==> src/rtl/threshold_classifier.sv <==
// threshold_classifier: debounced high flag with hysteresis, registered zero flag, saturating crossing counter
module threshold_classifier #(
  parameter int WIDTH  = 3,
  parameter int HI_ON  = 5,
  parameter int HI_OFF = 4,
  parameter int STABLE = 2,
  parameter int CNT_W  = 8
) (
  input  logic             clk,
  input  logic             rst_n,
  input  logic             in_valid,
  input  logic [WIDTH-1:0] in_val,
  input  logic             cnt_clr,
  output logic             x_out,
  output logic             y_out,
  output logic             x_rise,
  output logic [CNT_W-1:0] cross_cnt
);
  localparam int DW = $clog2(STABLE + 1);
  localparam logic [DW-1:0] D_ONE = DW'(1);
  localparam logic [DW-1:0] D_STB = DW'(STABLE);
  typedef enum logic [1:0] {LOW, RISE, HIGH, FALL} state_t;
  state_t r_state, w_state_nx;
  logic [DW-1:0] r_dcnt, w_dcnt_nx, w_dcnt_inc;
  logic w_hi, w_lo, w_done, w_enter_high;
  logic r_y, r_rise;
  logic [CNT_W-1:0] r_cnt;
  assign w_hi = 32'(in_val) >= HI_ON;
  assign w_lo = 32'(in_val) < HI_OFF;
  assign w_dcnt_inc = r_dcnt + D_ONE;
  assign w_done = w_dcnt_inc == D_STB;
  always_comb begin
    w_state_nx = r_state;
    w_dcnt_nx = r_dcnt;
    if (in_valid)
      case (r_state)
        LOW: if (w_hi) begin
          if (STABLE == 1) w_state_nx = HIGH;
          else begin
            w_state_nx = RISE;
            w_dcnt_nx = D_ONE;
          end
        end
        RISE: begin
          w_dcnt_nx = w_hi && !w_done ? w_dcnt_inc : '0;
          if (!w_hi) w_state_nx = LOW;
          else if (w_done) w_state_nx = HIGH;
        end
        HIGH: if (w_lo) begin
          if (STABLE == 1) w_state_nx = LOW;
          else begin
            w_state_nx = FALL;
            w_dcnt_nx = D_ONE;
          end
        end
        default: begin
          w_dcnt_nx = w_lo && !w_done ? w_dcnt_inc : '0;
          if (!w_lo) w_state_nx = HIGH;
          else if (w_done) w_state_nx = LOW;
        end
      endcase
  end
  // Only LOW/RISE -> HIGH counts as a crossing; FALL -> HIGH is an aborted fall.
  assign w_enter_high = (r_state == LOW || r_state == RISE) && w_state_nx == HIGH;
  always_ff @(posedge clk) begin
    if (!rst_n) begin
      r_state <= LOW;
      r_dcnt <= '0;
    end else begin
      r_state <= w_state_nx;
      r_dcnt <= w_dcnt_nx;
    end
  end
  always_ff @(posedge clk) begin
    if (!rst_n) begin
      r_y <= 1'b0;
      r_rise <= 1'b0;
      r_cnt <= '0;
    end else begin
      if (in_valid) r_y <= in_val == '0;
      r_rise <= w_enter_high;
      r_cnt <= w_enter_high ? (cnt_clr ? CNT_W'(1) : (&r_cnt ? r_cnt : r_cnt + CNT_W'(1)))
                            : (cnt_clr ? '0 : r_cnt);
    end
  end
  assign x_out = r_state == HIGH || r_state == FALL;
  assign y_out = r_y;
  assign x_rise = r_rise;
  assign cross_cnt = r_cnt;
endmodule

==> config.mk <==
export PLATFORM = sky130hd
export DESIGN_NAME = threshold_classifier
export DESIGN_NICKNAME = d
export VERILOG_FILES = /design/src/rtl/threshold_classifier.sv
export SDC_FILE = /design/constraint.sdc
export NUM_CORES = 1
export LEC_CHECK = 0
export CAP_MARGIN = 20
export CORE_ASPECT_RATIO = 0.75
export CORE_UTILIZATION = 40
export DETAILED_ROUTE_END_ITERATION = 6
export PLACE_DENSITY = 0.7
export SLEW_MARGIN = 15
export SYNTH_ARGS = -nofsm -noshare
export SYNTH_HDL_FRONTEND = slang
export SYNTH_SLANG_ARGS = --single-unit
==> constraint.sdc <==
create_clock -name clk -period 1.9 [get_ports clk]
set_input_delay 0.38 -clock clk [delete_from_list [all_inputs] [get_ports clk]]
set_output_delay 0.38 -clock clk [all_outputs]
set_load 0.05 [all_outputs]
==> summary.md, run 1 <==
| Metric | Value |
|---|---|
| Hold path cells | 2 |
| YS warnings | 0 |
| Clk_lat worst skew | 0.28 ns |
| CTS Root Cell | clkbuf_4 |
| CTS resizes | 0 |
| Multi-input logic area | 408 um^2 |
| Final Max Slew Viols | 0 |
| DR top layer | met4 |
| Htree depth | 1 |
| EDFF count, synth | 0 |
| Vias in the first global route | 685 |
| Commonest non-fill, non-tap cell in the layout | buf_4 |
| Worst slew margin | 66.2% |
| Post-synthesis cell count | 86 |
| WP depth | 5 |
| Max Freq | 0.548 GHz |
| Final WL | 1.81 mm |
| Mapped Area | 712 um^2 |
| Leak | 0.372 nW |
| Die Area | 0.00195 mm^2 |
| R2R Setup Slk | 0.11 ns |
| Pin count of the biggest net entering global routing | 10 |
| Met2 WL | 770 um |
| Skew final | 0.00337 ns |
| Slowest library cell on the worst path | or4_1 |
| Residual DRC | 0 |
| Asr flop ratio synth | 0% |
| Critical path, cell by cell | clkdlybuf4s50_1, nor2_1, or3_1, or4_1, a21oi_1 |
| DP HPWL | 1.37 mm |
| CTS buffer count | 3 |
| DRT met1 WL | 943 um |
| Final setup vio count | 0 |
| Register area share after synthesis | 39.4% |
| Final hold viol count | 0 |
| Max-Cap Viols | 0 |
| Iter 0 DRT Violations | 28 |
| R2R cell count | 5 |
| Global route overflow | 0 |
| Clock Path Buffers | 2 |
| Storage element area | 280 um^2 |
| Global-route wire length before repair | 3.14 mm |
| CTS Hold Bufs | 0 |
| Crit start category | input port |
| Yosys cell types | 33 |
| PortBufs | 17 |
| Initial antenna violation count | 0 |
| Post-CTS Setup Bufs | 0 |
| Rows | 12 |
| CP Data Arrival Time | 2.03 ns |
| Fillers | 140 |
| Minimum clock period | 1.83 ns |
| Worst Path Buf+Inv | 1 |
| Least-Margin Pin Slew | 0.505 ns |
| Post-Syn Nets | 95 |
| CP max stage delay | 0.52 ns |
| TNS Setup | 0 ns |
| Via Count | 772 |
| Core area | 0.00158 mm^2 |
| Worst-path clk slew | 0.08 ns |
| Area of placed instances | 967 um^2 |
| Routed Antenna Nets | 0 |
| CTS tree | yes |
| GP Congestion | 0.777 |
| Layout cell share with drive strength beyond 1 | 23.9% |
| Met3 WL post-DR | 84 um |
| First drt pass iteration count | 4 |
| Unrepaired setup endpoints after global routing | false |
| Worst Setup End Kind | flop |
| #FFs+latches synth | 14 |
| CP required | 2.11 ns |
| Layout Area Growth over Synthesis | 40.9% |
| Final cycle utilization of the critical path | 96.1% |
| CP Max Fanout | 4 |
| CTS Sinks | 14 |
| CP top delay family | simple AND/OR/NAND/NOR gates |
| Syn_area_per_cell | 8.28 um^2 |
| CP Class | in2reg |
| Ports | 18 |
| Routed len/inst | 13.1 um |
| Worst vdd ir | 0.553 mV |
| Cell area after layout | 0.00100 mm^2 |
| Starting Density | 45.2% |
| Top_reg_cell synth | dfxtp_1 |
| Commonest cells after routing, fill and taps aside | buf_4, dfxtp_1, clkdlybuf4s50_1 |
| HP Class | reg2reg |
| Die Wd | 50.7 um |
| Antenna Cells | 0 |
| Floorplan die height | 38.5 um |
| Pwr Density | 580 mW/mm^2 |
| Fin nets | 127 |
| GRT Total Usage | 22.8% |
| Vias per Instance | 5.59 |
| Status | complete, no violations |
## state kept, by name (all words and copies together), names as in the netlist
name and flops:
cross_cnt 8, r_dcnt 2, r_state 2, x_rise 1
y_out 1
## worst paths after layout
| kind | startpoint | endpoint |
|---|---|---|
| setup / recovery | in_val[1] | cross_cnt[3] |
| hold / removal | r_dcnt[0] | r_dcnt[0] |
| setup reg to reg | r_dcnt[0] | cross_cnt[3] |
| hold reg to reg | r_dcnt[0] | r_dcnt[0] |
## area by class of cell
cell class | instances | area share [%]
Sequential cell | 14 | 27.9
Tap cell | 21 | 2.62
Clock buffer | 4 | 3.62
Timing Repair Buffer | 29 | 23.7
Multi-Input combinational cell | 66 | 40.6
Inverter | 4 | 1.50
## power breakdown
| group | switching, W | total (W) | leakage [nW] | internal [W] |
|---|---|---|---|---|
| logic | 0.0000303 | 0.0000636 | 0.238 | 0.0000334 |
| clock network | 0.0000997 | 0.000216 | 0.0210 | 0.000117 |
| registers | 0.00000442 | 0.000302 | 0.113 | 0.000297 |
| total | 0.000134 | 0.000582 | 0.372 | 0.000448 |
## tightest hold or removal path, stage by stage (launching register included)
cell	delay [ns]
dfxtp_1	0.33
nand2_1	0.05
a21boi_0	0.06
## layer usage
layer	track usage, %	up-vias
met5	0	-
met1	30.4	366
met4	8.33	0
met2	34.3	20
met3	7.14	2
li1	-	384
## per-stage QoR
step / setup slack, ns / hold slack (ns) / total power (W) / instances / util (%)
4_1_cts: 0.0725 / 0.498 / 0.000593 / 138 / 63.7
5_1_grt: 0.0370 / 0.516 / 0.000615 / 138 / 63.7
3_3_place_gp: -0.159 / 0.474 / 0.000371 / 134 / 61.3
2_1_floorplan: 0.0851 / 0.453 / 0.000334 / 86 / -
6_report: 0.0750 / 0.492 / 0.000582 / 138 / 63.7
3_5_place_dp: -0.202 / 0.478 / 0.000372 / 134 / 61.3
## cell usage after synthesis (all sizes together), types with 2 or more instances
cell     n  area, um^2
dfxtp   14         280
nand2    7        26.3
nor3     7        35.0
o21ai    7        35.0
nand3    6        35.0
a21oi    5        25.0
inv      4        15.0
a21boi   3        22.5
nand2b   3        18.8
o31ai    3        22.5
or3      3        18.8
ha       2        25.0
nor2     2        7.51
or4      2        15.0
## cells by family after synthesis
kind of cell	after synthesis	share of synthesized area, %
AOI/OAI and AO/OA	23	20.2
adders and majority gates	2	3.51
buffers and inverters	6	3.34
DFF	14	39.4
muxes	1	1.41
and+or+nand+nor	40	32.2
No activity file was read; power rests on OpenSTA's default activity.
==> inputs of run 2 (changes only) <==
PLACE_DENSITY = 0.74   (was 0.7)
==> summary.md, run 2 (synthesis gave the netlist of run 1 again) <==
| Metric | Value |
|---|---|
| Leak | 0.372 nW |
| Reg-to-Reg End | cross_cnt[5] |
| Residual DRC | 0 |
| Core area | 0.00158 mm^2 |
| R2R Setup Slk | 0.13 ns |
| Storage element area | 280 um^2 |
| Post-CTS Setup Bufs | 0 |
| Internal power | 0.000403 W |
| CP required | 2.10 ns |
| CTS buffer count | 3 |
| Commonest non-fill, non-tap cell in the layout | buf_4 |
| Worst slew margin | 67.2% |
| CTS resizes | 0 |
| CP Max Fanout | 5 |
| Worst vdd ir | 0.530 mV |
| Flop pwr share | 57.1% |
| Rows | 12 |
| Slowest library cell on the worst path | or4_1 |
| CP max stage delay | 0.51 ns |
| CTS Hold Bufs | 0 |
| Least-Margin Pin Slew | 0.491 ns |
| Fin nets | 128 |
| Sw Pwr | 0.000126 W |
| Hold path cells | 1 |
| Worst Setup End Kind | flop |
| Pin count of the biggest net entering global routing | 10 |
| TNS Setup | 0 ns |
| R2R cell count | 5 |
| Crit start category | input port |
| GRT Total Usage | 21.7% |
| Worst r2r src | r_dcnt[0] |
| Unrepaired setup endpoints after global routing | false |
| Max reg flops | 8 |
| Layout cell share with drive strength beyond 1 | 24.8% |
| Pwr Density | 528 mW/mm^2 |
| Vias per Instance | 5.42 |
| Multi-input logic area | 413 um^2 |
| CP Class | in2reg |
| DP HPWL | 1.41 mm |
| Final setup margin | 0.0602 ns |
| Commonest cells after routing, fill and taps aside | buf_4, dfxtp_1, clkdlybuf4s50_1 |
| Starting Density | 45.2% |
| Max Freq | 0.544 GHz |
| Clk_lat worst skew | 0.28 ns |
| Vias in the first global route | 629 |
| Util after Layout | 63.6% |
| Global route overflow | 0 |
| GP Congestion | 0.838 |
| Final hold slack | 0.495 ns |
| First drt pass iteration count | 4 |
| Initial antenna violation count | 0 |
| HP Class | reg2reg |
| Critical path, cell by cell | clkdlybuf4s50_1, nand2b_1, or3_4, or4_1, a21oi_1 |
| Floorplan die height | 38.5 um |
| Final WL | 1.86 mm |
| Gate power share | 11.9% |
| Hold Startpoint | r_dcnt[1] |
| CTS Root Cell | clkbuf_4 |
| Clock power share | 31.0% |
| Skew final | 0.0103 ns |
| Global-route wire length before repair | 2.98 mm |
| Cell area after layout | 0.00100 mm^2 |
| Final cycle utilization of the critical path | 96.8% |
| Layout Area Growth over Synthesis | 40.8% |
| PortBufs | 17 |
| Final setup vio count | 0 |
| Clock Path Buffers | 2 |
| Iter 0 DRT Violations | 12 |
| Htree depth | 1 |
| CTS Sinks | 14 |
| CP Data Arrival Time | 2.04 ns |
| Via Count | 748 |
| Max-Cap Viols | 0 |
| Pre-CTS WS | -0.239 ns |
| Die Wd | 50.7 um |
| Die Area | 0.00195 mm^2 |
| Final Max Slew Viols | 0 |
| Routed len/inst | 13.4 um |
| Status | complete, no violations |
| Sw Ratio | 23.8% |
| Fillers | 140 |
| Routed Antenna Nets | 0 |
| Hold path endpoint | r_dcnt[1] |
| Ports | 18 |
| Worst-path clk slew | 0.07 ns |
| Antenna Cells | 0 |
| Area of placed instances | 975 um^2 |
| Minimum clock period | 1.84 ns |
| Final hold viol count | 0 |
| CTS tree | yes |
## run 2: layout make-up
cell class	instances	area share [%]
clock buffer	3	2.25
inverter	4	1.50
multi-input combinational	66	41.2
sequential	14	28.0
tap	21	2.62
timing repair buffer	30	24.5
## run 2: metal layers
metal	share of wire (%)	track usage (%)
met2	45	32.3
met4	0.59	4.17
met5	0	0
met3	3.8	7.14
met1	51	30.5
## run 2: worst max-delay path by stage
| stage | cells past startpoint | startpoint | to | slack (ns) |
|---|---|---|---|---|
| after floorplan | 5 | cross_cnt[0] | cross_cnt[0] | 0.09 |
| after global placement | 5 | in_val[2] | cross_cnt[5] | -0.16 |
| after detailed placement | 5 | in_val[2] | cross_cnt[3] | -0.24 |
| after CTS | 5 | in_val[2] | cross_cnt[5] | 0.04 |
| after global routing | 5 | in_val[2] | cross_cnt[5] | 0.02 |
| final | 5 | in_val[2] | cross_cnt[5] | 0.06 |
## run 2: worst max-delay path, delay by kind of cell
kind            cells  cell delay [ns]
compound gates      1             0.16
buf+inv             1             0.50
simple gates        3             0.99
## run 2: stage by stage
stage          cells  total power, W
2_1_floorplan     86        0.000334
3_3_place_gp     135        0.000369
3_5_place_dp     135        0.000371
4_1_cts          138        0.000534
5_1_grt          138        0.000553
6_report         138        0.000529
## run 2: power by group through the flow
stage	Combinational [W]	Clock [W]	Sequential (W)
global placement	0.0000602	0	0.000309
detailed placement	0.0000623	0	0.000309
CTS	0.0000626	0.000169	0.000302
global route	0.0000689	0.000181	0.000303
finish	0.0000628	0.000164	0.000302
floorplan	0.0000203	0	0.000313
==> inputs of run 3 (changes only) <==
RECOVER_POWER = 25   (was default)
==> summary.md, run 3 (synthesis gave the netlist of run 1 again) <==
| Metric | Value |
|---|---|
| Antenna Cells | 0 |
| Worst-path clk slew | 0.07 ns |
| Flop pwr share | 57.2% |
| Post-CTS Setup Bufs | 0 |
| Floorplan die height | 38.5 um |
| Global route overflow | 0 |
| Leak | 0.351 nW |
| Pin count of the biggest net entering global routing | 10 |
| Initial antenna violation count | 0 |
| Layout Area Growth over Synthesis | 38.1% |
| Commonest non-fill, non-tap cell in the layout | buf_4 |
| Clock power share | 31.0% |
| DP HPWL | 1.41 mm |
| GRT Total Usage | 21.7% |
| Routed Antenna Nets | 0 |
| Fin nets | 128 |
| Starting Density | 45.2% |
| CP Max Fanout | 5 |
| Clock Path Buffers | 2 |
| Ports | 18 |
| Max reg flops | 8 |
| Gate power share | 11.8% |
| Rows | 12 |
| Internal power | 0.000402 W |
| Via Count | 744 |
| Final cycle utilization of the critical path | 96.8% |
| GP Congestion | 0.838 |
| PortBufs | 17 |
| CP Data Arrival Time | 2.04 ns |
| Multi-input logic area | 413 um^2 |
| Commonest cells after routing, fill and taps aside | buf_4, dfxtp_1, clkdlybuf4s50_1 |
| Sw Ratio | 23.8% |
| CP Class | in2reg |
| Final setup vio count | 0 |
| Routed len/inst | 13.3 um |
| Final hold slack | 0.495 ns |
| Cell area after layout | 983 um^2 |
| Die Wd | 50.7 um |
| CTS tree | yes |
| Residual DRC | 0 |
| Die Area | 0.00195 mm^2 |
| Global-route wire length before repair | 2.98 mm |
| Least-Margin Pin Slew | 0.595 ns |
| Final hold viol count | 0 |
| Iter 0 DRT Violations | 12 |
| Pwr Density | 537 mW/mm^2 |
| First drt pass iteration count | 4 |
| CTS buffer count | 3 |
| Storage element area | 280 um^2 |
| Max-Cap Viols | 0 |
| Vias per Instance | 5.39 |
| Worst vdd ir | 0.524 mV |
| R2R cell count | 5 |
| Vias in the first global route | 629 |
| Hold path cells | 1 |
| TNS Setup | 0 ns |
| Max Freq | 0.544 GHz |
| Area of placed instances | 975 um^2 |
| Final Max Slew Viols | 0 |
| Layout cell share with drive strength beyond 1 | 20.5% |
| Worst Setup End Kind | flop |
| Core area | 0.00158 mm^2 |
| HP Class | reg2reg |
| CTS Sinks | 14 |
| Clk_lat worst skew | 0.28 ns |
| Worst slew margin | 60.5% |
| CTS Root Cell | clkbuf_4 |
| Skew final | 0.00935 ns |
| Crit start category | input port |
| Fillers | 145 |
| Status | complete, no violations |
| Unrepaired setup endpoints after global routing | false |
| CP required | 2.10 ns |
| Final WL | 1.84 mm |
| Sw Pwr | 0.000126 W |
| Minimum clock period | 1.84 ns |
| Htree depth | 1 |
run 3: repair_timing:
action,CTS,global route
resized for setup,0,1
endpoints found under the setup margin,0,2
hold buffers,0,0
run 3: worst max-delay path, cell delays in order:
cell and delay [ns]:
clkdlybuf4s50_1 0.50, nand2b_1 0.09, or3_4 0.39, or4_1 0.51, a21oi_1 0.16
run 3: stage by stage:
stage / setup slack (ns) / util, % / total power, W / cells
after floorplan: 0.0851 / - / 0.000334 / 86
after global placement: -0.160 / 61.8 / 0.000369 / 135
after detailed placement: -0.239 / 61.8 / 0.000371 / 135
after CTS: 0.0392 / 63.3 / 0.000534 / 138
after global routing: 0.0217 / 62.4 / 0.000552 / 138
final: 0.0609 / 62.4 / 0.000528 / 138
run 3: final timing paths:
path	endpoint	slack (ns)	startpoint
hold reg to reg	r_dcnt[1]	0.49	r_dcnt[1]
setup / recovery	cross_cnt[5]	0.06	in_val[2]
hold / removal	r_dcnt[1]	0.49	r_dcnt[1]
setup reg to reg	cross_cnt[5]	0.13	r_dcnt[0]
run 3: final cells by class:
cell class                 count  share of cell area, %
timing repair buffer          30                   23.0
sequential                    14                   28.5
clock buffer                   3                   2.29
tap                           21                   2.67
multi-input combinational     66                   42.0
inverter                       4                   1.53
run 3: metal layers:
metal	global-route usage, %	vias to the layer above	wire, um
met1	30.5	345	936
li1	-	384	-
met4	4.17	0	11
met5	0	-	0
met2	32.3	13	825
met3	7.14	2	68
run 3: power groups by stage:
stage / logic [W] / registers (W) / clock network [W]
after floorplan: 0.0000203 / 0.000313 / 0
after global placement: 0.0000602 / 0.000309 / 0
after detailed placement: 0.0000623 / 0.000309 / 0
after CTS: 0.0000626 / 0.000302 / 0.000169
after global routing: 0.0000680 / 0.000303 / 0.000181
final: 0.0000621 / 0.000302 / 0.000164
